[config.mk]
export PLATFORM = sky130hd
export DESIGN_NAME = onehot_decoder
export DESIGN_NICKNAME = d
export VERILOG_FILES = /design/src/rtl/decoder_pkg.sv /design/src/rtl/onehot_decoder_sync_fifo.sv /design/src/rtl/onehot_decoder.sv
export SDC_FILE = /design/constraint.sdc
export NUM_CORES = 1
export LEC_CHECK = 0
export BUFFER_PORTS_ARGS = -buffer_cell sky130_fd_sc_hd__buf_2
export CAP_MARGIN = 20
export CORE_ASPECT_RATIO = 0.6
export CORE_MARGIN = 2
export CORE_UTILIZATION = 55
export DETAILED_ROUTE_END_ITERATION = 10
export PLACE_DENSITY_LB_ADDON = 0.1
export SLEW_MARGIN = 0
export SYNTH_ARGS = -nofsm -noshare
export SYNTH_HDL_FRONTEND = slang
export SYNTH_HIERARCHICAL = 1
export SYNTH_SLANG_ARGS = --single-unit
[constraint.sdc]
create_clock -name clk -period 2.9 [get_ports clk]
set_clock_uncertainty 0.2 [all_clocks]
set_input_delay 0.145 -clock clk [delete_from_list [all_inputs] [get_ports clk]]
set_output_delay 0.145 -clock clk [all_outputs]
set_load 0.01 [all_outputs]
[src/rtl/decoder_pkg.sv]
// Shared definitions for the buffered 3-to-8 one-hot decoder.
// Holds the code/output widths, the replay FSM state type and the
// code-to-one-hot helper used by the decode register.
package decoder_pkg;

    // Width of an incoming code and of the decoded one-hot word.
    localparam int CODE_W = 3;
    localparam int OUT_W  = 8;

    // Replay FSM: wait for a queued code, drive it, then blank the output.
    typedef enum logic [1:0] {
        IDLE = 2'd0,
        HOLD = 2'd1,
        GAP  = 2'd2
    } state_t;

    // Convert a binary code into its one-hot word (code 0 -> bit 0).
    function automatic logic [OUT_W-1:0] decode_code(input logic [CODE_W-1:0] code);
        logic [OUT_W-1:0] word;
        word = '0;
        word[code] = 1'b1;
        return word;
    endfunction

    // Larger of two integers, used to size the shared hold/gap counter.
    function automatic int max_int(input int a, input int b);
        return (a > b) ? a : b;
    endfunction

endpackage

[src/rtl/onehot_decoder_sync_fifo.sv]
// Reusable synchronous FIFO with show-ahead read data.
// The head entry is always visible on rd_data while empty is low, so a
// consumer can use the data in the same cycle it asserts rd_en.
// Occupancy is tracked with a counter that spans 0..DEPTH, which keeps
// full and empty unambiguous even though the pointers wrap modulo DEPTH.
module sync_fifo #(
    parameter int WIDTH = 3,
    parameter int DEPTH = 4
) (
    input  logic                       clk,
    input  logic                       rst,
    input  logic                       wr_en,
    input  logic [WIDTH-1:0]           wr_data,
    input  logic                       rd_en,
    output logic [WIDTH-1:0]           rd_data,
    output logic                       full,
    output logic                       empty,
    output logic [$clog2(DEPTH+1)-1:0] level
);

    localparam int PTR_W = $clog2(DEPTH);
    localparam int LVL_W = $clog2(DEPTH+1);

    logic [WIDTH-1:0] mem [DEPTH];
    logic [PTR_W-1:0] wr_ptr;
    logic [PTR_W-1:0] rd_ptr;
    logic [LVL_W-1:0] count;
    logic             do_wr;
    logic             do_rd;

    // Requests are qualified locally so a careless caller cannot overrun
    // or underrun the storage.
    always_comb begin
        do_wr = wr_en && !full;
        do_rd = rd_en && !empty;
    end

    // Pointers and occupancy; a simultaneous write and read leaves the
    // count unchanged while both pointers advance.
    always_ff @(posedge clk or posedge rst) begin
        if (rst) begin
            wr_ptr <= '0;
            rd_ptr <= '0;
            count  <= '0;
        end else begin
            if (do_wr) begin
                wr_ptr <= wr_ptr + PTR_W'(1);
            end
            if (do_rd) begin
                rd_ptr <= rd_ptr + PTR_W'(1);
            end
            case ({do_wr, do_rd})
                2'b10:   count <= count + LVL_W'(1);
                2'b01:   count <= count - LVL_W'(1);
                default: count <= count;
            endcase
        end
    end

    // Storage array; contents need no reset because count gates every read.
    always_ff @(posedge clk) begin
        if (do_wr) begin
            mem[wr_ptr] <= wr_data;
        end
    end

    // Status flags and show-ahead head entry.
    always_comb begin
        full    = (count == LVL_W'(DEPTH));
        empty   = (count == '0);
        level   = count;
        rd_data = mem[rd_ptr];
    end

endmodule

[src/rtl/onehot_decoder.sv]
// Buffered 3-to-8 one-hot decoder, the receiving end of the encoder link.
// Codes arrive over a valid/ready handshake into a small FIFO. A three
// state FSM replays each code as a one-hot strobe held for HOLD_CYCLES,
// then drives GAP_CYCLES of zeros so back-to-back codes stay separable.
// Every output is registered and cleared immediately by the async reset.
module onehot_decoder
    import decoder_pkg::*;
#(
    parameter int DEPTH       = 4,
    parameter int HOLD_CYCLES = 2,
    parameter int GAP_CYCLES  = 1
) (
    input  logic                       clk,
    input  logic                       rst,
    input  logic                       in_valid,
    output logic                       in_ready,
    input  logic [CODE_W-1:0]          in_code,
    output logic [OUT_W-1:0]           out_onehot,
    output logic                       out_valid,
    output logic                       busy,
    output logic [$clog2(DEPTH+1)-1:0] fifo_level
);

    // One counter serves both the hold and the gap phase, so it is sized
    // for whichever of the two is longer.
    localparam int MAX_CNT = max_int(HOLD_CYCLES, GAP_CYCLES);
    localparam int CNT_W   = $clog2(MAX_CNT + 1);
    localparam logic [CNT_W-1:0] HOLD_LOAD = CNT_W'(HOLD_CYCLES - 1);
    localparam logic [CNT_W-1:0] GAP_LOAD  = CNT_W'((GAP_CYCLES > 0) ? GAP_CYCLES - 1 : 0);
    localparam bit               HAS_GAP   = (GAP_CYCLES > 0);

    state_t              state;
    state_t              state_next;
    logic [CNT_W-1:0]    cnt;
    logic [CNT_W-1:0]    cnt_next;
    logic [OUT_W-1:0]    word_q;
    logic                valid_q;
    logic                push;
    logic                pop;
    logic [CODE_W-1:0]   head_code;
    logic                fifo_full;
    logic                fifo_empty;

    // Accept only when not full; a pop in the same cycle does not open a
    // slot early, so in_ready depends on the registered full flag alone.
    always_comb begin
        in_ready = !fifo_full;
        push     = in_valid && !fifo_full;
    end

    sync_fifo #(
        .WIDTH (CODE_W),
        .DEPTH (DEPTH)
    ) u_fifo (
        .clk     (clk),
        .rst     (rst),
        .wr_en   (push),
        .wr_data (in_code),
        .rd_en   (pop),
        .rd_data (head_code),
        .full    (fifo_full),
        .empty   (fifo_empty),
        .level   (fifo_level)
    );

    // The head is consumed only from IDLE, which is why every word costs
    // one extra cycle on top of the hold and gap phases.
    always_comb begin
        pop = (state == IDLE) && !fifo_empty;
    end

    // Next-state and counter logic for the replay sequence.
    always_comb begin
        state_next = state;
        cnt_next   = cnt;
        case (state)
            IDLE: begin
                if (!fifo_empty) begin
                    state_next = HOLD;
                    cnt_next   = HOLD_LOAD;
                end
            end
            HOLD: begin
                if (cnt == '0) begin
                    if (HAS_GAP) begin
                        state_next = GAP;
                        cnt_next   = GAP_LOAD;
                    end else begin
                        state_next = IDLE;
                    end
                end else begin
                    cnt_next = cnt - CNT_W'(1);
                end
            end
            GAP: begin
                if (cnt == '0) begin
                    state_next = IDLE;
                end else begin
                    cnt_next = cnt - CNT_W'(1);
                end
            end
            default: begin
                state_next = IDLE;
                cnt_next   = '0;
            end
        endcase
    end

    // State and counter registers.
    always_ff @(posedge clk or posedge rst) begin
        if (rst) begin
            state <= IDLE;
            cnt   <= '0;
        end else begin
            state <= state_next;
            cnt   <= cnt_next;
        end
    end

    // Decode register: loaded on the pop, cleared as the hold phase ends,
    // so the word is never visible outside HOLD.
    always_ff @(posedge clk or posedge rst) begin
        if (rst) begin
            word_q  <= '0;
            valid_q <= 1'b0;
        end else if (pop) begin
            word_q  <= decode_code(head_code);
            valid_q <= 1'b1;
        end else if (state_next != HOLD) begin
            word_q  <= '0;
            valid_q <= 1'b0;
        end
    end

    // Output drive; busy covers both an active replay and queued codes.
    always_comb begin
        out_onehot = word_q;
        out_valid  = valid_q;
        busy       = (state != IDLE) || !fifo_empty;
    end

endmodule

### Word-level counts from Yosys, hierarchy flattened

Memory sizes are Yosys's and may differ from the RTL's.
Index checks and enable logic that the tools add are counted.

* input port bits: 6
* memories: 1
* RAM bits: 12
* bits in registers: 20
* logic and storage cells: 55
* output and inout port bits: 14

* add/subtract/negate cells: 5
* $lt $le $gt $ge: 2
* muxes and demuxes: 17
* reductions and logical operators: 15
* equal/unequal tests: 8

Memories
* u_fifo.mem: depth 4, bits a word 3, read ports 1, clocked after memory_dff 0, wr ports 1, line onehot_decoder_sync_fifo.sv:24 `logic [WIDTH-1:0] mem [DEPTH];`

Operators by type and width (count)
* two-way mux 8 bit: 2
* two-way mux 2 bit: 6
* case mux 2 bit (3 select lines): 2
* case mux 3 bit (2 select lines): 1
* nonzero test 2 bit: 3
* logical AND 1 bit: 5
* two-way mux 1 bit: 5
* adder 2 x 1 -> 2 bit (second input constant): 2
* equality test 2 x 1 -> 1 bit (second input constant): 2
* equality test 2 bit (second input constant): 2
* logical NOT 2 bit: 2
* less-than comparator 3 x 4 -> 1 bit (second input constant): 1
* inequality test 2 bit (second input constant): 2
* adder 3 x 1 -> 3 bit (second input constant): 1
* demux 1 bit (select 3 bit): 1
* equality test 3 bit (second input constant): 1
* greater-or-equal comparator 3 x 1 -> 1 bit (second input constant): 1
* logical NOT 3 bit: 1
* subtractor 3 x 1 -> 3 bit (second input constant): 1
* logical NOT 1 bit: 2
* inequality test 2 x 1 -> 1 bit (second input constant): 1
* AND reduction 2 bit: 1
* subtractor 2 x 1 -> 2 bit (second input constant): 1
* logical OR 1 bit: 1

### Longest topological paths before layout

Gate-level depths: netlist of run 1.

* word-level depth: 6
* depth in mapped cells: 10
* mapped depth without buffers: 10

### Hierarchy

Netlist of run 1, hierarchy kept.

Modules (own cells, without submodules)
* sync_fifo: area an instance 878.3 µm², cells each 54, instances 1, seq. area each 535.5 µm²
* onehot_decoder: area an instance 671.9 µm², cells each 54, instances 1, seq. area each 325.3 µm²

### Worst setup path before layout of run 1

OpenSTA, ideal clock, no wires.

* kind: register -> register
* start point: reg u_fifo.count[0], in the netlist u_fifo/level[0]
* end point: reg u_fifo.count[2], in the netlist u_fifo/level[2]
* data arrival time: 2.090 ns
* clock period less this slack: 2.419 ns
* setup slack: 0.481 ns
* data required time: 2.571 ns
* setup time: 0.129 ns
* cell stages (with the launch flop): 10
* cell sequence: dfrtp_1 -> nor3_1 -> nor3_4 -> o31a_2 -> ha_1 -> inv_1 -> fa_1 -> xor2_1 -> nor2_1 -> xor2_1

* longest elaborated chain between the ends: 6

RTL lines
* from (decl): line onehot_decoder_sync_fifo.sv:27 `logic [LVL_W-1:0] count;`
* from (signal assigned): line onehot_decoder_sync_fifo.sv:53 `2'b10: count <= count + LVL_W'(1);`
* from (signal assigned): line onehot_decoder_sync_fifo.sv:54 `2'b01: count <= count - LVL_W'(1);`
* from (signal assigned): line onehot_decoder_sync_fifo.sv:55 `default: count <= count;`
* logical NOT 3 bit (*): line onehot_decoder_sync_fifo.sv:70 `empty = (count == '0);`
* named net fifo_empty: line onehot_decoder.sv:42 `logic fifo_empty;`
* logical NOT 1 bit (*): line onehot_decoder.sv:69 `pop = (state == IDLE) && !fifo_empty;`
* logical AND 1 bit (*): line onehot_decoder.sv:69
* named net pop: line onehot_decoder.sv:39 `logic pop;`
* logical AND 1 bit (*): line onehot_decoder_sync_fifo.sv:35 `do_rd = rd_en && !empty;`
* named net u_fifo.do_rd: line onehot_decoder_sync_fifo.sv:29 `logic do_rd;`
* equality test 2 x 1 -> 1 bit / equality test 2 bit (equally long branches): line onehot_decoder_sync_fifo.sv:52 `case ({do_wr, do_rd})`
* case mux 3 bit (2 select lines) / nonzero test 2 bit (equally long branches)

Mark *: on every way through the listed nets, which the timed path passes. The rest lies on a longest branch.
A chain may end at the register's enable or synchronous reset.

### Worst setup path after layout of run 1

* start point: reg u_fifo.count[0], in the netlist u_fifo/level[0]
* end point: reg u_fifo.count[2], in the netlist u_fifo/level[2]

* longest elaborated chain between the ends: 6

RTL lines
* equality test 3 bit (*): line onehot_decoder_sync_fifo.sv:69 `full = (count == LVL_W'(DEPTH));`
* named net fifo_full: line onehot_decoder.sv:41 `logic fifo_full;`
* logical NOT 1 bit (*): line onehot_decoder.sv:48 `push = in_valid && !fifo_full;`
* logical AND 1 bit (*): line onehot_decoder.sv:48
* named net push: line onehot_decoder.sv:38 `logic push;`
* logical AND 1 bit (*): line onehot_decoder_sync_fifo.sv:34 `do_wr = wr_en && !full;`
* equality test 2 x 1 -> 1 bit / equality test 2 bit (equally long branches): line onehot_decoder_sync_fifo.sv:52
* case mux 3 bit (2 select lines) / nonzero test 2 bit (equally long branches)

Marked as above.

==> results of run 1 <==
[worst max-delay path by stage]
stage,start,endpoint
2_1_floorplan,u_fifo/level[0]$_DFFE_PP0P_,u_fifo/level[2]$_DFFE_PP0P_
3_3_place_gp,u_fifo/level[0]$_DFFE_PP0P_,u_fifo/level[2]$_DFFE_PP0P_
3_5_place_dp,u_fifo/level[0]$_DFFE_PP0P_,u_fifo/level[2]$_DFFE_PP0P_
4_1_cts,u_fifo/level[0]$_DFFE_PP0P_,u_fifo/level[2]$_DFFE_PP0P_
5_1_grt,u_fifo/level[0]$_DFFE_PP0P_,u_fifo/level[2]$_DFFE_PP0P_
6_report,u_fifo/level[0]$_DFFE_PP0P_,u_fifo/level[2]$_DFFE_PP0P_
[where the power goes]
part	switching, mW	total [mW]	internal (mW)
logic	0.443	0.886	0.444
registers	0.173	0.808	0.635
clock network	0.164	0.418	0.254
total	0.779	2.11	1.33
[per-stage QoR]
stage | cells | cell area, um2 | hold WS, ps | worst slack, ps | utilization, %
5_1_grt | 169 | 1820 | 181 | 294 | 70.0
2_1_floorplan | 108 | 1550 | -252 | 481 | -
6_report | 169 | 1820 | 160 | 496 | 70.0
3_3_place_gp | 157 | 1670 | -98.1 | 609 | 64.2
4_1_cts | 169 | 1820 | 155 | 467 | 70.0
3_5_place_dp | 157 | 1670 | -82.8 | 495 | 64.2
[logic make-up (layout without fill, tap and decap cells)]
group	after synthesis	after routing	synth area share [%]
fa+ha+maj	9	9	7.75
simple gates	26	26	13.5
mux	7	7	7.34
compound gates	14	14	8.07
xor+xnor	6	6	3.39
buf+inv	14	43	4.44
flops	32	32	55.5
[timing repair]
item                      in CTS  in global routing
hold endpoints to repair      32                  0
setup buffers                  0                  0
gates resized for setup        0                  0
hold buffers                   4                  0
[state kept, by name, indices dropped and copies added, names as in the netlist]
name,flops
state,2
out_onehot,8
out_valid,1
cnt,2
u_fifo/level,3
u_fifo/wr_ptr,2
u_fifo/rd_ptr,2
u_fifo/mem,12
[layer usage]
metal | track usage, % | up-vias
li1 | - | 430
met1 | 26.8 | 460
met2 | 28.4 | 22
met3 | 8.93 | 10
met4 | 8.52 | 0
met5 | 0 | -
[critical path, delay by kind of cell (launching register included)]
| family | cells | cell delay [ps] |
|---|---|---|
| buf+inv | 2 | 130 |
| simple gates | 4 | 650 |
| fa+ha+maj | 2 | 550 |
| xor+xnor | 2 | 330 |
| flops | 1 | 470 |
[cell type report]
| cell class | instances | area share [%] |
|---|---|---|
| clock inverter | 3 | 2.27 |
| inverter | 11 | 2.27 |
| timing repair buffer | 24 | 7.86 |
| multi-input combinational | 62 | 34.2 |
| sequential | 32 | 47.4 |
| clock buffer | 5 | 3.79 |
| tap | 32 | 2.21 |
[layout by cell type, fill, tap and decap left out, types with 2 or more instances in the layout]
| cell | count |
|---|---|
| a22o_1 | 7 |
| and2_2 | 3 |
| buf_2 | 19 |
| clkbuf_8 | 5 |
| dfrtp_1 | 20 |
| dlygate4sd3_1 | 4 |
| edfxtp_1 | 12 |
| ha_1 | 8 |
| inv_1 | 11 |
| mux2i_1 | 2 |
| mux4_2 | 3 |
| nand2_1 | 3 |
| nor2_1 | 4 |
| nor2b_1 | 5 |
| nor3b_4 | 2 |
| xnor2_1 | 3 |
| xor2_1 | 3 |
==> metrics.md, run 1 <==
| Metric | Value |
|---|---|
| Max Cap Viol | `0` |
| FF+latch count, synth | `32` |
| Initial core utilization | `about three fifths` |
| Routed WL | `approximately 2700 um` |
| Max layer used | `met4` |
| Distinct cells, synth | `35` |
| Slowest CP cell | `dfrtp_1` |
| DR vias/cell | `between 5 and 6` |
| Max Clock Freq | `between 400 and 500 MHz` |
| GRT Util Overall | `roughly a fifth` |
| CP required | `a little under 3000 ps` |
| WL met3 | `approximately 150 um` |
| Detailed placer's ending HPWL | `roughly 2000 um` |
| Iter 0 DRT Violations | `between 90 and 100` |
| Final GP Congestion | `0.728` |
| Initial antenna violation count | `0` |
| Count leader, synth | `dfrtp_1` |
| WL/cell | `around 16 um` |
| FF-to-FF End | `u_fifo/level[2]$_DFFE_PP0P_` |
| Hold Path Class | `in2async` |
| Post-route DRC violation count | `0` |
| Clock sink count | `32` |
| Synth Warn # | `6` |
| Drt pass-1 iters | `4` |
| CP Class | `reg2reg` |
| R2R cell count | `10` |
| Post-route ant nets | `0` |
| First-pass GRT wire length | `about 4500 um` |
| FF-to-FF Start | `u_fifo/level[0]$_DFFE_PP0P_` |
| Multi-input logic area | `621 um2` |
| Area share of the largest cell type after synthesis | `around 32%` |
| I/O Pins | `20` |
| Post-Synthesis Cell Area | `between 1500 and 2000 um2` |
| EDFF count, synth | `12` |
| Worst IR Drop VDD | `around 630 uV` |
| Final hold vios | `0` |
| Mean post-synth cell area | `around 14 um2` |
| Startpoint types | `flop` |
| Worst rel slew slack | `66.2%` |
| # rows | `14` |
| # port buffers | `19` |
| Fin nets | `between 150 and 200` |
| Vias in the first global route | `932` |
| Crit path DAT | `between 2000 and 2500 ps` |
| Synth Flop Type | `dfrtp_1` |
| CP max FO | `7` |
| Slack of the worst reg-to-reg path | `500 ps` |
| P_leak | `about 0.83 nW` |
| RSZ-0062 raised after global routing | `false` |
| Clk_lat worst skew | `290 ps` |
| Final worst path period need | `~2400 ps` |
| Reg area | `861 um2` |
| Cells along the critical path | `nor3b_4 > nor2b_1 > nor2b_4 > inv_1 > ha_1 > inv_1 > fa_1 > xor2_1 > nor2_1 > xor2_1` |
| Synth cell count leaders | `dfrtp_1 (20), edfxtp_1 (12), inv_1 (11), ha_1 (8), a22o_1 (7)` |
| N_diodes | `0` |
| Total congestion overflow | `0` |
| CTS tree | `built` |
| CTS max path bufs | `2` |
| PnR Total Power | `about 2.1 mW` |
| Root Driver | `clkbuf_8` |
| P&R area growth vs syn | `17.1%` |
| Least-Margin Pin Slew | `roughly 500 ps` |
| Worst Setup End Kind | `flop` |
| CTS H-tree depth | `2` |
| Slowest stage delay, CP | `between 400 and 500 ps` |
| Setup violators final | `0` |
| Period utilization | `82.9%` |
| Pin count of the biggest net entering global routing | `14` |
| Cts bufs inserted | `5` |
| M1 WL | `between 1000 and 1500 um` |
| Post-Synthesis Cells | `108` |
| Die Area | `about 3300 um2` |
| Max-slew violation count | `0` |
| Synth area leader | `dfrtp_1` |
| Clock-pin slew on the worst setup and hold paths | `roughly 60 ps` |
| Die Wd | `just over 70 um` |
| Layout cells sized above 1 | `about a third` |
| Total core area | `2590 um2` |
| Via count | `922` |
| Post-synthesis sequential area ratio | `a little under three fifths` |
| Dominant cells by area after synthesis | `dfrtp_1 (32%), edfxtp_1 (23%), ha_1 (6.5%)` |
| Met2 WL | `1120 um` |
| Pwr/cell area | `roughly 1200 nW/um2` |
| Filler Cell Count | `approximately 180` |
| Syn_nets | `123` |
| Die Ht | `~45 um` |
| Ys async rst share | `roughly 63%` |
| Status | `finished clean` |
| Setup TNS Final | `0 ps` |
No activity file was read; power rests on OpenSTA's default activity.
==> run 2, diff against run 1 <==
Settings changed: ABC_AREA from default to 1, CORE_UTILIZATION 55 to 51.
Clock period 2.9 ns to 2.2 ns, I/O delays scaled along.
==> run 2 against run 1 <==
Effect of this change:
- the run now ends with negative hold slack left
- register-to-register slack got worse by 340 ps
- clock power increased by 32%
- power increased by 34%
- wire length increased by 13%
- die area increased by 12%
- worst hold slack got worse by 170 ps
- critical path type unchanged
- highest routed layer unchanged
==> metrics.md, run 2 <==
| Metric | Value |
|---|---|
| Initial antenna violation count | `0 (unchanged)` |
| Slowest stage delay, CP | `430 ps (-40 ps)` |
| P&R area growth vs syn | `19.2%` |
| CP required | `2210 ps (-690 ps)` |
| Via count | `1201 (+30%)` |
| PnR Total Power | `2.82 mW (+34%)` |
| # port buffers | `19 (unchanged)` |
| Clock power share | `19.5% (-0.3 points)` |
| Startpoint types | `flop` |
| Max Cap Viol | `0 (unchanged)` |
| CTS tree | `built` |
| Routed WL | `2990 um (+13%)` |
| Dominant cells by area after synthesis | `dfrtp_1 (31%), edfxtp_1 (22%), nand2_1 (13%)` |
| Synth Area in Adders | `7.37% (-0.38 points)` |
| CP max FO | `3 (-4)` |
| Placed cell count | `246 (+57%)` |
| Compound-Gate Fraction of Synth Area | `3.68% (-4.4 points)` |
| Fin nets | `230 (+52%)` |
| Pin count of the biggest net entering global routing | `14 (unchanged)` |
| Initial core utilization | `55.0% (-4.8 points)` |
| Post-Synthesis Cell Area | `1630 um2 (+5.2%)` |
| Met2 usage | `31.6% (+3.2 points)` |
| Largest register FFs | `12 (unchanged)` |
| Synth Warn # | `6 (unchanged)` |
| Final GP Congestion | `0.850 (+17%)` |
| Total congestion overflow | `0 (unchanged)` |
| Most frequent cells in the layout | `nand2_1 (58), inv_1 (33), dfrtp_1 (19), buf_2 (19), nand3_1 (15)` |
| Ys async rst share | `62.5% (unchanged)` |
| WL/cell | `11.6 um (-26%)` |
| Final Hold Slack | `-8.78 ps (-169 ps)` |
| Crit path DAT | `2050 ps (-360 ps)` |
| DR vias/cell | `4.66 (-15%)` |
| Setup violators final | `0 (unchanged)` |
| Syn_nets | `198 (+61%)` |
| Sequential power share | `34.7% (-3.5 points)` |
| Root Driver | `clkbuf_8` |
| Worst Setup End Kind | `flop` |
| Switching share of power | `42.1% (+5.3 points)` |
| Detailed placer's ending HPWL | `2250 um (+14%)` |
| # rows | `15 (+1)` |
| Max-slew violation count | `0 (unchanged)` |
| Vias in the first global route | `1128 (+21%)` |
| Synth Flop Type | `dfrtp_1` |
| Clock-pin slew on the worst setup and hold paths | `70 ps (about the same)` |
| Count leader, synth | `nand2_1` |
| Post-route non-filler standard cell count | `258 (+53%)` |
| Area share of the largest cell type after synthesis | `30.7% (-1.6 points)` |
| Synth area leader | `dfrtp_1` |
| CTS H-tree depth | `2 (unchanged)` |
| Cts bufs inserted | `5 (unchanged)` |
| Status | `finished with violations` |
| Synth cell count leaders | `nand2_1 (58), inv_1 (37), dfrtp_1 (20), nand3_1 (15), edfxtp_1 (12)` |
| CP bufs+invs | `4 (+2)` |
| Layout cells sized above 1 | `21.3% (-13 points)` |
| Die Wd | `77.0 um (+6.1%)` |
| CTS max path bufs | `2 (unchanged)` |
| Max Clock Freq | `489 MHz (+18%)` |
| Final worst path period need | `2050 ps (-358 ps)` |
| Iter 0 DRT Violations | `37 (-62%)` |
| Simple-gate portion of the synthesized area | `25.7% (+12 points)` |
| Most common cell after layout, fill and taps aside | `nand2_1` |
| GRT Util Overall | `18.6% (-1.4 points)` |
| EDFF count, synth | `12 (unchanged)` |
| Worst rel slew slack | `66.8% (+0.58 points)` |
| Mean post-synth cell area | `8.91 um2 (-38%)` |
| Mux cell area share after synthesis | `0% (-7.3 points)` |
| Postcts setup bufs | `0 (unchanged)` |
| Post-route ant nets | `0 (unchanged)` |
| Gate power share | `45.8% (+3.9 points)` |
| Slowest CP cell | `fa_2` |
| Clk_lat worst skew | `280 ps (about the same)` |
| I/O Pins | `20 (unchanged)` |
| RSZ-0062 raised after global routing | `false` |
| Worst IR Drop VDD | `562 uV (-11%)` |
| Distinct cells, synth | `23 (-34%)` |
| Setup TNS Final | `0 ps (unchanged)` |
| Least-Margin Pin Slew | `497 ps (-8.75 ps)` |
| CP Class | `reg2reg` |
| Clock sink count | `32 (unchanged)` |
| Die Ht | `47.8 um (+5.9%)` |
| N_diodes | `0 (unchanged)` |
| Family with the most delay on the worst path | `adder cells` |
| Failing checks | `negative hold slack` |
| FF+latch count, synth | `32 (unchanged)` |
| Cells along the critical path | `inv_2 > nand3_2 > inv_2 > nor2_8 > nand2_1 > inv_1 > ha_1 > inv_1 > fa_2 > o21ai_0` |
| Switching pwr | `1.19 mW (+53%)` |
| Synth Area in XOR/XNOR | `0.537% (-2.9 points)` |
| Met3 Use GR | `5.47% (-3.5 points)` |
| Hold Path Class | `in2reg` |
| Pwr/cell area | `1450 nW/um2 (+25%)` |
| Drt pass-1 iters | `4 (unchanged)` |
| Post-Synthesis Cells | `183 (+69%)` |
| Met1 Usage GRT | `22.8% (-4.0 points)` |
| First-pass GRT wire length | `4970 um (+11%)` |
| Biggest register | `u_fifo/mem` |
| Post-route DRC violation count | `0 (unchanged)` |
| P_leak | `1.05 nW (+27%)` |
| Post-synthesis sequential area ratio | `52.8% (-2.7 points)` |
| Cell Int Power | `1.63 mW (+22%)` |
| Final hold vios | `2 (+2)` |
| Period utilization | `93.0% (+10 points)` |
| Die Area | `3680 um2 (+12%)` |
| Largest family of logic cells by synthesized area | `simple AND/OR/NAND/NOR gates` |
| Most used routing layer | `met2` |
| Total core area | `2970 um2 (+14%)` |
## run 2: worst register-to-register path, delay by kind of cell (launching register included)
family,cells,cell delay [ps]
simple gates,3,220
flops,1,410
fa+ha+maj,2,610
compound gates,1,140
buf+inv,4,380
## run 2: power by group through the flow
stage                     clock network [mW]  registers (mW)  logic (mW)
after global placement                     0           0.973        1.22
final                                  0.551           0.979        1.29
after detailed placement                   0           0.983        1.27
after CTS                              0.562           0.974        1.29
after global routing                   0.593            1.00        1.48
after floorplan                            0           0.999       0.917
## run 2: cell families after synthesis
family / Yosys count
buffers and inverters: 41
adders and majority gates: 9
DFF: 32
AOI/OAI and AO/OA: 9
and+or+nand+nor: 91
xor gates and xnor gates: 1
## run 2: path summary, 6_finish.rpt
check                                             from                           end  slack (ps)  cells past startpoint
setup / recovery           u_fifo/level[0]$_DFFE_PP0P_   u_fifo/level[1]$_DFFE_PP0P_         150                     10
hold / removal                                in_valid  u_fifo/wr_ptr[0]$_DFFE_PP0P_          -9                      5
setup reg to reg           u_fifo/level[0]$_DFFE_PP0P_   u_fifo/level[1]$_DFFE_PP0P_         150                     10
hold reg to reg                  out_valid$_DFFE_PP0P_         out_valid$_DFFE_PP0P_         270                      2
max in group asynchronous                          rst         out_valid$_DFFE_PP0P_        1270                      3
min in group asynchronous                          rst   u_fifo/level[0]$_DFFE_PP0P_         110                      3
## run 2: routing by layer
layer | vias to the layer above | wire length, um | part of all wire, %
met5 | - | 0 | 0
met4 | 0 | 57 | 1.9
met3 | 7 | 142 | 4.7
met2 | 21 | 1330 | 44
met1 | 544 | 1460 | 49
li1 | 629 | - | -
## run 2: layout make-up
class                   instances  area (um2)
fillers                       249        1020
clock inverters                 2        35.0
flip-flops and latches         32         862
well taps                      42        52.6
multi-input cells             110         613
clock buffers                   6        72.6
inverters                      40         150
repair buffers                 26         158
## run 2: what timing repair did
action	in CTS	in global routing
hold buffers	4	0
endpoints found under the hold margin	32	0
resized for setup	0	7
endpoints found under the setup margin	0	2
## run 2: stage by stage
step | hold WS (ps) | util, % | cell area, um2 | worst slack [ps]
6_report | -8.78 | 65.5 | 1940 | 154
5_1_grt | 22.1 | 65.5 | 1940 | 12.1
4_1_cts | 0.712 | 65.3 | 1940 | 12.9
3_5_place_dp | -123 | 60.3 | 1790 | 48.8
3_3_place_gp | -124 | 60.3 | 1790 | 122
2_1_floorplan | -287 | - | 1630 | 20.3
